$ cat src/rtl/present_pkg.sv
// rtl/present_pkg.sv - shared constants and S-box lookup for the PRESENT key schedule
package present_pkg;

   // Legal master-key widths
   localparam int KW_80  = 80;
   localparam int KW_128 = 128;

   // Round-key width and round-counter width
   localparam int RK_W = 64;
   localparam int RC_W = 6;

   // PRESENT S-box packed so that entry x sits at bits [4*x+3:4*x]
   // (x = 0 -> C, x = 1 -> 5, ..., x = 15 -> 2)
   localparam logic [63:0] SBOX_TABLE = 64'h21748FE3DA09B65C;

   function automatic logic [3:0] sbox_lookup(input logic [3:0] x);
      return SBOX_TABLE[int'(x) * 4 +: 4];
   endfunction

endpackage

$ cat src/rtl/present_sbox.sv
// rtl/present_sbox.sv - 4-bit PRESENT S-box
module present_sbox
   import present_pkg::*;
(
   input  logic [3:0] din,
   output logic [3:0] dout
);

   // Pure table lookup, no state
   assign dout = sbox_lookup(din);

endmodule

$ cat src/rtl/key_sched.sv
// rtl/key_sched.sv - PRESENT key schedule for 80- or 128-bit master keys
module key_sched
   import present_pkg::*;
#(
   parameter int KW = 80,
   parameter int NR = 31
)(
   input  logic            ck,
   input  logic            rn,
   input  logic            sta,
   input  logic            act,
   input  logic            rld,
   input  logic [0:KW-1]   inp,
   output logic [0:KW-1]   key,
   output logic [0:RK_W-1] rk,
   output logic [RC_W-1:0] rc,
   output logic            last
);

   // Reject parameter values the schedule cannot support
   if (!(KW == KW_80 || KW == KW_128)) begin : g_bad_kw
      $error("key_sched: KW must be 80 or 128");
   end
   if (NR < 1 || NR > 31) begin : g_bad_nr
      $error("key_sched: NR must be in 1..31");
   end

   // Key register holds k[KW-1] at the left, matching inp/key bit 0 = MSB
   logic [KW-1:0]   key_q, key_d;
   logic [KW-1:0]   master_q, master_d;
   logic [RC_W-1:0] rc_q, rc_d;
   logic [KW-1:0]   rot;
   logic [KW-1:0]   step;
   logic            can_step;

   // Rotate left by 61 ahead of the S-box and counter injection
   always_comb begin
      rot = {key_q[KW-62:0], key_q[KW-1:KW-61]};
   end

   if (KW == KW_128) begin : g_kw128
      logic [3:0] sb_hi;
      logic [3:0] sb_lo;

      present_sbox u_sbox_hi (.din(rot[KW-1:KW-4]), .dout(sb_hi));
      present_sbox u_sbox_lo (.din(rot[KW-5:KW-8]), .dout(sb_lo));

      // Substitute the two top nibbles, then fold the round index into k[66:62]
      always_comb begin
         step        = {sb_hi, sb_lo, rot[KW-9:0]};
         step[66:62] = step[66:62] ^ rc_q[4:0];
      end
   end else begin : g_kw80
      logic [3:0] sb_hi;

      present_sbox u_sbox_hi (.din(rot[KW-1:KW-4]), .dout(sb_hi));

      // Substitute the top nibble, then fold the round index into k[19:15]
      always_comb begin
         step        = {sb_hi, rot[KW-5:0]};
         step[19:15] = step[19:15] ^ rc_q[4:0];
      end
   end

   // A round may only be taken while a loaded schedule has rounds left
   assign can_step = (rc_q != '0) && (rc_q <= RC_W'(NR));

   // Next-state selection: start beats reload beats advance beats hold
   always_comb begin
      key_d    = key_q;
      master_d = master_q;
      rc_d     = rc_q;
      if (sta) begin
         key_d    = inp;
         master_d = inp;
         rc_d     = RC_W'(1);
      end else if (rld) begin
         if (rc_q != '0) begin
            key_d = master_q;
            rc_d  = RC_W'(1);
         end
      end else if (act && can_step) begin
         key_d = step;
         rc_d  = rc_q + RC_W'(1);
      end
   end

   // State registers; reset wipes the stored master so a fresh start is needed
   always_ff @(posedge ck or negedge rn) begin
      if (!rn) begin
         key_q    <= '0;
         master_q <= '0;
         rc_q     <= '0;
      end else begin
         key_q    <= key_d;
         master_q <= master_d;
         rc_q     <= rc_d;
      end
   end

   assign key  = key_q;
   assign rk   = key_q[KW-1 -: RK_W];
   assign rc   = rc_q;
   assign last = (rc_q == RC_W'(NR + 1));

endmodule

$ cat config.mk
export PLATFORM = sky130hd
export DESIGN_NAME = key_sched
export DESIGN_NICKNAME = d
export VERILOG_FILES = /design/src/rtl/present_pkg.sv /design/src/rtl/present_sbox.sv /design/src/rtl/key_sched.sv
export SDC_FILE = /design/constraint.sdc
export NUM_CORES = 1
export LEC_CHECK = 0
export ABC_AREA = 1
export BUFFER_PORTS_ARGS = -buffer_cell sky130_fd_sc_hd__buf_2
export CORE_ASPECT_RATIO = 0.7
export CORE_MARGIN = 8
export CORE_UTILIZATION = 55
export CTS_CLUSTER_SIZE = 25
export DETAILED_ROUTE_END_ITERATION = 10
export PLACE_DENSITY = 0.84
export SYNTH_ARGS = -nofsm -noshare
export SYNTH_HDL_FRONTEND = slang
export SYNTH_SLANG_ARGS = --single-unit
$ cat constraint.sdc
create_clock -name ck -period 2.4 [get_ports ck]
set_clock_uncertainty 0.05 [all_clocks]
set_input_delay 0.36 -clock ck [delete_from_list [all_inputs] [get_ports ck]]
set_output_delay 0.36 -clock ck [all_outputs]
set_load 0.05 [all_outputs]
* Word level (Yosys, flattened, before mapping)
Cells that the tools add are included.
Storage, ports and cells: flip-flop bits (word level) 166, latch bits 0, bits in writable memories 0, memory bits (read-only) 0, input bits 85, output and inout bits 151, logic and storage cells 22, memories kept 0
Cells by class: $add $sub $neg 1, multipliers 0, div/mod/pow operators 0, $lt $le $gt $ge 1, eq/ne operators 2, shift-type cells 1, mux-type cells 8, bitwise operators 1, reductions and logical operators 5
Operator list (number):
- $mux W80 | 4
- $shiftx A64 B7 Y4 const A | 1
- $mux W6 | 4
- $add A6 B1 Y6 const B | 1
- $eq A6 B6 Y1 const B | 1
- $le A6 B5 Y1 const B | 1
- $reduce_bool A6 Y1 | 1
- $xor A5 B5 Y5 | 1
- $ne A3 B2 Y1 const B | 1
- $reduce_bool A3 Y1 | 1
- $logic_and A1 B1 Y1 | 2
- $reduce_and A2 Y1 | 1

* Logic depth before layout (Yosys ltp)
Gate-level depths: netlist of run 1.
depth after elaboration 6, mapped depth 11

* Modules after synthesis
A second synthesis of run 1 with hierarchy kept.
Unflattened totals: cells, all modules 1039, area total of the unflattened synthesis 8473.1 um^2
Modules (own cells, without submodules):
- key_sched | times used 1, cells each 1000, area an instance 8264.2 um^2, seq. area each 4154.0 um^2
- present_sbox | times used 1, cells each 39, area an instance 209.0 um^2, seq. area each 0.0 um^2

* Worst setup path before layout of run 1
OpenSTA, ideal clock, no wires.
path type flip-flop to output port, from register rc_q[0], in the netlist rc[0], to output port last, data arrival time 2.415 ns, data required time 1.990 ns, path slack -0.425 ns, cell stages (with the launch flop) 5, path buffers 0, path through dfrtp_1 > inv_1 > ha_1 > nand2_1 > nor4_1
On the way: longest elaborated chain between the ends 1
Ends and longest elaborated chain:
- from (decl) | line key_sched.sv:31 | logic [RC_W-1:0] rc_q, rc_d;
- from (signal assigned) | line key_sched.sv:97 | rc_q <= rc_d;
- $eq A6 B6 Y1 | line key_sched.sv:104 | assign last = (rc_q == RC_W'(NR + 1));
- to (decl) | line key_sched.sv:17 | output logic last
Every way passes these cells.

* Final worst setup path of run 1
Same ends and word-level chain as after synthesis.

==> reports/results.tsv, run 1 <==
metric	value	unit
status	finished, final reports clean	
drc_errors	0	
grt_pass1_vias	7424	
dp_cells	1430	
required	1.99	ns
finalSetupViolCount	0	
fin_nets	1342	
grt_max_degree	113	
rows	38	
synth.avg_cell_area	7.61	um2
hpwl	18500	um
die_w	164	um
hold_viol	0	
yosys_register_bits	166	
synth_edf_count	0	
cts_buffers	17	
arrival	1.69	ns
tightest_slew	0.581	ns
wl	25700	um
cp-start-kind	register	
cp-end-kind	output port	
ant_nets	0	
area_growth	16.6	%
synthArstFlopShare	1.00	
cts_resized	0	
dr.pass1.iters	5	
ys_warn_count	0	
p_leak	5.38	nW
synth_cells	1108	
cts_buffer_depth	2	
worstSetupPathType	reg2out	
path_cells	inv_1, ha_1, nand2_1, nor4_2, buf_2	
antenna_cells	0	
dieArea	19600	um2
coreArea	15300	um2
multi_input_area	3200	um2
fin_cells	1463	
irDropWorstVdd	556	uV
regArea	4150	um2
cts_tree	built	
initial_core_util	0.553	
clkTransAtPathRegs	0.07	ns
port_buffers	235	
htreeDepth	4	
cts_hold_buf	1	
cp_max_fo	5	
period_share	0.873	
synth_commonest_cells	410 x nand2_1, 194 x o21ai_0, 166 x dfrtp_1	
synth_area_leader_cell	dfrtp_1	
post_cts_buffers	0	
place_congestion	0.918	
crit_buf_inv	2	
gr-total-overflow	0	
grt_pass1_wl	40100	um
critPathMaxStageDelay	0.42	ns
cpLargestDelayFamily	buffers and inverters	
drive_above_1_share	0.231	
yosysMostFrequentCell	nand2_1	
wl_per_cell	17.6	um
cts_root_buf	clkbuf_16	
die_h	120	um
worstHoldPathType	in2reg	
cpMaxStageDelayCell	dfrtp_1	
clock-sinks	166	
syn_area	8440	um2
fillers	1318	
maxSlewViolCount	0	
setup_tns	0	ns
grt.total_usage	0.257	
yosysSeqAreaShare	0.492	
netlist.area_leader.share	0.492	
routed_via_density	5.37	
clk-insertion-delay-late	0.42	ns
grt_antenna_before_repair	0	
syn_nets	1200	
synth.area.top_cells	dfrtp_1 49%, nand2_1 18%, o21ai_0 12%	
ioPinCount	236	
drtIter0Drc	750	
synth_cell_types	22	
timing.fmax	477	MHz
rsz0062_at_grt	no	
ys.flop_type	dfrtp_1	
powerDensity	1040	nW/um2
period_needed	2.10	ns
vias	7853	
drv_cap	0	
slew_headroom	0.613	
==> worst reg2reg max path: stages, from the launching register on <==
cell	delay, ns
dfrtp_1	0.41
inv_1	0.11
ha_1	0.20
nand2_1	0.10
nor2_1	0.06
nand2_2	0.10
nand2_2	0.09
inv_2	0.07
buf_4	0.47
o21ai_0	0.20
o21ai_0	0.11
==> registers in the layout (all words and copies together), names as in the netlist <==
signal / cells
master_q: 80
rc: 6
key: 80
==> cells by family (layout without fill, tap and decap cells) <==
kind of cell               after synthesis  in the layout  share of synthesized area
DFF                                    166            166                      0.492
and+or+nand+nor                        521            521                      0.238
AOI/OAI and AO/OA                      217            217                      0.129
adders and majority gates                7              7                     0.0104
buffers and inverters                  196            351                      0.129
xor gates and xnor gates                 1              1                    0.00104
==> cell usage in the layout (no fill, tap or decap), types with 7 or more instances in the layout <==
| cell | count |
|---|---|
| buf_4 | 12 |
| buf_2 | 232 |
| o21ai_0 | 194 |
| nand3_1 | 20 |
| ha_1 | 7 |
| nand2_1 | 410 |
| inv_6 | 7 |
| a21oi_1 | 13 |
| clkbuf_16 | 17 |
| nor2_1 | 84 |
| inv_1 | 63 |
| dfrtp_1 | 166 |
| o21ai_1 | 9 |
==> worst paths after layout <==
kind,startpoint,end,slack (ns),cells past startpoint
max in group asynchronous,rn,key[24]$_DFFE_PN0P_,1.15,3
worst max register to register,rc[0]$_DFFE_PN0P_,rc[0]$_DFFE_PN0P_,0.37,10
min in group asynchronous,rn,master_q[17]$_DFFE_PN0P_,0.41,2
worst min register to register,master_q[38]$_DFFE_PN0P_,master_q[38]$_DFFE_PN0P_,0.42,2
worst max-delay path,rc[0]$_DFFE_PN0P_,last,0.30,5
worst min-delay path,inp[55],master_q[24]$_DFFE_PN0P_,0.11,3
==> cell type report <==
type | count | area share
Multi-Input combinational cell | 746 | 0.325
Clock buffer | 17 | 0.0432
Sequential cell | 166 | 0.422
Timing Repair Buffer | 251 | 0.140
Clock inverter | 15 | 0.0188
Tap cell | 200 | 0.0254
Inverter | 68 | 0.0259
==> power by group <==
| group | switching, W | internal, W | total [W] |
|---|---|---|---|
| logic | 0.00294 | 0.000765 | 0.00370 |
| registers | 0.000505 | 0.00321 | 0.00371 |
| clock network | 0.00117 | 0.00166 | 0.00283 |
| total | 0.00461 | 0.00564 | 0.0102 |
==> metal layers <==
| metal | wire length (um) | GRT usage | up-vias |
|---|---|---|---|
| li1 | - | - | 3695 |
| met1 | 11600 | 0.379 | 3706 |
| met2 | 10900 | 0.368 | 422 |
| met3 | 2840 | 0.0718 | 30 |
| met4 | 386 | 0.0595 | 0 |
| met5 | 0 | 0 | - |
==> metrics by stage <==
| step | power, W | utilization | hold WS (ns) | setup slack, ns | area (um2) |
|---|---|---|---|---|---|
| 2_1_floorplan | 0.00667 | - | 0.0144 | 0.162 | 8440 |
| 4_1_cts | 0.0103 | 0.645 | 0.107 | 0.302 | 9840 |
| 6_report | 0.0102 | 0.645 | 0.112 | 0.305 | 9840 |
| 3_3_place_gp | 0.00740 | 0.604 | 0.289 | 0.522 | 9220 |
| 5_1_grt | 0.0107 | 0.645 | 0.119 | 0.176 | 9840 |
| 3_5_place_dp | 0.00746 | 0.604 | 0.291 | 0.393 | 9220 |
Note: power is estimated with default switching activity, not from simulation.
==> inputs of run 2 (changes only) <==
Clock period 2.4 ns to 2.6 ns, I/O delays scaled along.
==> reports/results.tsv, run 2 (same netlist as run 1, synthesis figures left out) <==
metric	value	unit	change
netSwitchingFraction	0.444		-0.00606
seqPwrFrac	0.353		-0.010
maxSlewViolCount	0		unchanged
slew_headroom	0.598		-0.0150
required	2.16	ns	+0.17 ns
clock-sinks	166		unchanged
wl	25900	um	+0.73%
drtIter0Drc	857		+14%
met1_length	11900	um	+2.8%
clk-insertion-delay-late	0.42	ns	about the same
drv_cap	0		unchanged
clkTransAtPathRegs	0.07	ns	about the same
vias	7820		-0.42%
worstSetupPathType	reg2out		
ioPinCount	236		unchanged
arrival	1.64	ns	-0.05 ns
p_leak	5.40	nW	+0.32%
die_w	164	um	unchanged
drive_above_1_share	0.231		-0.000609
layout_commonest_cell	nand2_1		
period_share	0.801		
period_needed	2.08	ns	
worstHoldPathType	in2reg		
place_congestion	0.895		-2.5%
hpwl	18200	um	-1.2%
port_buffers	235		unchanged
hold_slack	0.138	ns	+0.0251 ns
grt.total_usage	0.263		+0.00586
setup_tns	0	ns	unchanged
p_int	0.00540	W	-4.1%
status	finished, final reports clean		
rsz0062_at_grt	no		
die_h	120	um	unchanged
met2_wirelength	10900	um	+0.19%
dr_wl_met3	2730	um	-3.9%
coreArea	15300	um2	unchanged
hold_viol	0		unchanged
ant_nets	0		unchanged
cts_buffer_depth	2		unchanged
rows	38		unchanged
tightest_slew	0.603	ns	+0.0225 ns
htreeDepth	4		unchanged
area_growth	17.3	%	
dr.pass1.iters	5		unchanged
highest_layer	met4		
p_sw	0.00431	W	-6.5%
fillers	1334		+1.2%
gr-total-overflow	0		unchanged
p_comb_frac	0.352		-0.009
grt_antenna_before_repair	0		unchanged
powerDensity	982	nW/um2	-5.7%
wl_per_cell	17.7	um	+0.80%
cp_max_fo	5		unchanged
antenna_cells	0		unchanged
cp-start-kind	register		
dieArea	19600	um2	unchanged
fin_nets	1341		-0.075%
cp-end-kind	output port		
irDropWorstVdd	642	uV	+16%
drc_errors	0		unchanged
initial_core_util	0.553		unchanged
routed_via_density	5.35		-0.35%
cts_buffers	17		unchanged
cts_tree	built		
timing.fmax	480	MHz	
p_clk_frac	0.294		+0.018
post_cts_buffers	0		unchanged
cts_root_buf	clkbuf_16		
grt_pass1_wl	40800	um	+1.8%
final_cell_mix	410 x nand2_1, 232 x buf_2, 194 x o21ai_0		
grt_pass1_vias	7558		+1.8%
grt_max_degree	116		+2.7%
finalSetupViolCount	0		unchanged
run 2: changes by cell type in the layout (fill, tap and decap cells not counted), sizes merged:
| cell | previous run | this run |
|---|---|---|
| inv | 76 | 75 |
| clkinvlp | 1 | 2 |
| clkinv | 3 | 1 |
| bufinv | 3 | 5 |
| buf | 250 | 249 |
run 2: path summary, 6_finish.rpt:
| kind | start | to | slack (ns) | cells past startpoint |
|---|---|---|---|---|
| worst min-delay path | inp[55] | master_q[24]$_DFFE_PN0P_ | 0.14 | 3 |
| max in group asynchronous | rn | master_q[50]$_DFFE_PN0P_ | 1.29 | 3 |
| worst max register to register | rc[0]$_DFFE_PN0P_ | key[62]$_DFFE_PN0P_ | 0.70 | 9 |
| worst max-delay path | rc[0]$_DFFE_PN0P_ | last | 0.52 | 5 |
| worst min register to register | master_q[37]$_DFFE_PN0P_ | master_q[37]$_DFFE_PN0P_ | 0.41 | 2 |
| min in group asynchronous | rn | master_q[17]$_DFFE_PN0P_ | 0.47 | 2 |
run 2: power groups by stage:
| stage | registers [W] | clock network (W) | logic [W] |
|---|---|---|---|
| 2_1_floorplan | 0.00425 | 0 | 0.00191 |
| 5_1_grt | 0.00348 | 0.00301 | 0.00364 |
| 3_3_place_gp | 0.00345 | 0 | 0.00338 |
| 6_report | 0.00343 | 0.00286 | 0.00342 |
| 4_1_cts | 0.00343 | 0.00288 | 0.00344 |
| 3_5_place_dp | 0.00346 | 0 | 0.00343 |
run 2: timing repair:
item	4_1_cts	5_1_grt
hold buffers	1	0
gates resized for setup	0	0
endpoints found under the hold margin	60	0
run 2: worst max-delay path: stages (launching register included):
cell and delay (ns):
dfrtp_1 0.43, inv_1 0.13, ha_1 0.16, nand2_1 0.08, nor4_2 0.13, buf_2 0.30
run 2: cell type report:
class / instances / area, um2 / share of cell area
well taps: 200 / 250 / 0.0253
repair buffers: 250 / 1380 / 0.139
inverters: 68 / 255 / 0.0258
clock buffers: 17 / 425 / 0.0430
flip-flops and latches: 166 / 4150 / 0.420
multi-input cells: 746 / 3200 / 0.323
clock inverters: 15 / 236 / 0.0239
run 2: through the flow:
| step | area, um2 | power (W) | worst slack [ns] | utilization | std cells |
|---|---|---|---|---|---|
| 3_3_place_gp | 9220 | 0.00683 | 0.712 | 0.604 | 1429 |
| 4_1_cts | 9890 | 0.00975 | 0.510 | 0.648 | 1462 |
| 5_1_grt | 9890 | 0.0101 | 0.419 | 0.648 | 1462 |
| 3_5_place_dp | 9220 | 0.00689 | 0.682 | 0.604 | 1429 |
| 6_report | 9890 | 0.00972 | 0.516 | 0.648 | 1462 |
| 2_1_floorplan | 8440 | 0.00616 | 0.332 | - | 1108 |
run 2: routing by layer:
metal,GRT usage,vias up
li1,-,3693
met1,0.389,3647
met2,0.375,452
met3,0.0684,28
met4,0.0674,0
met5,0,-
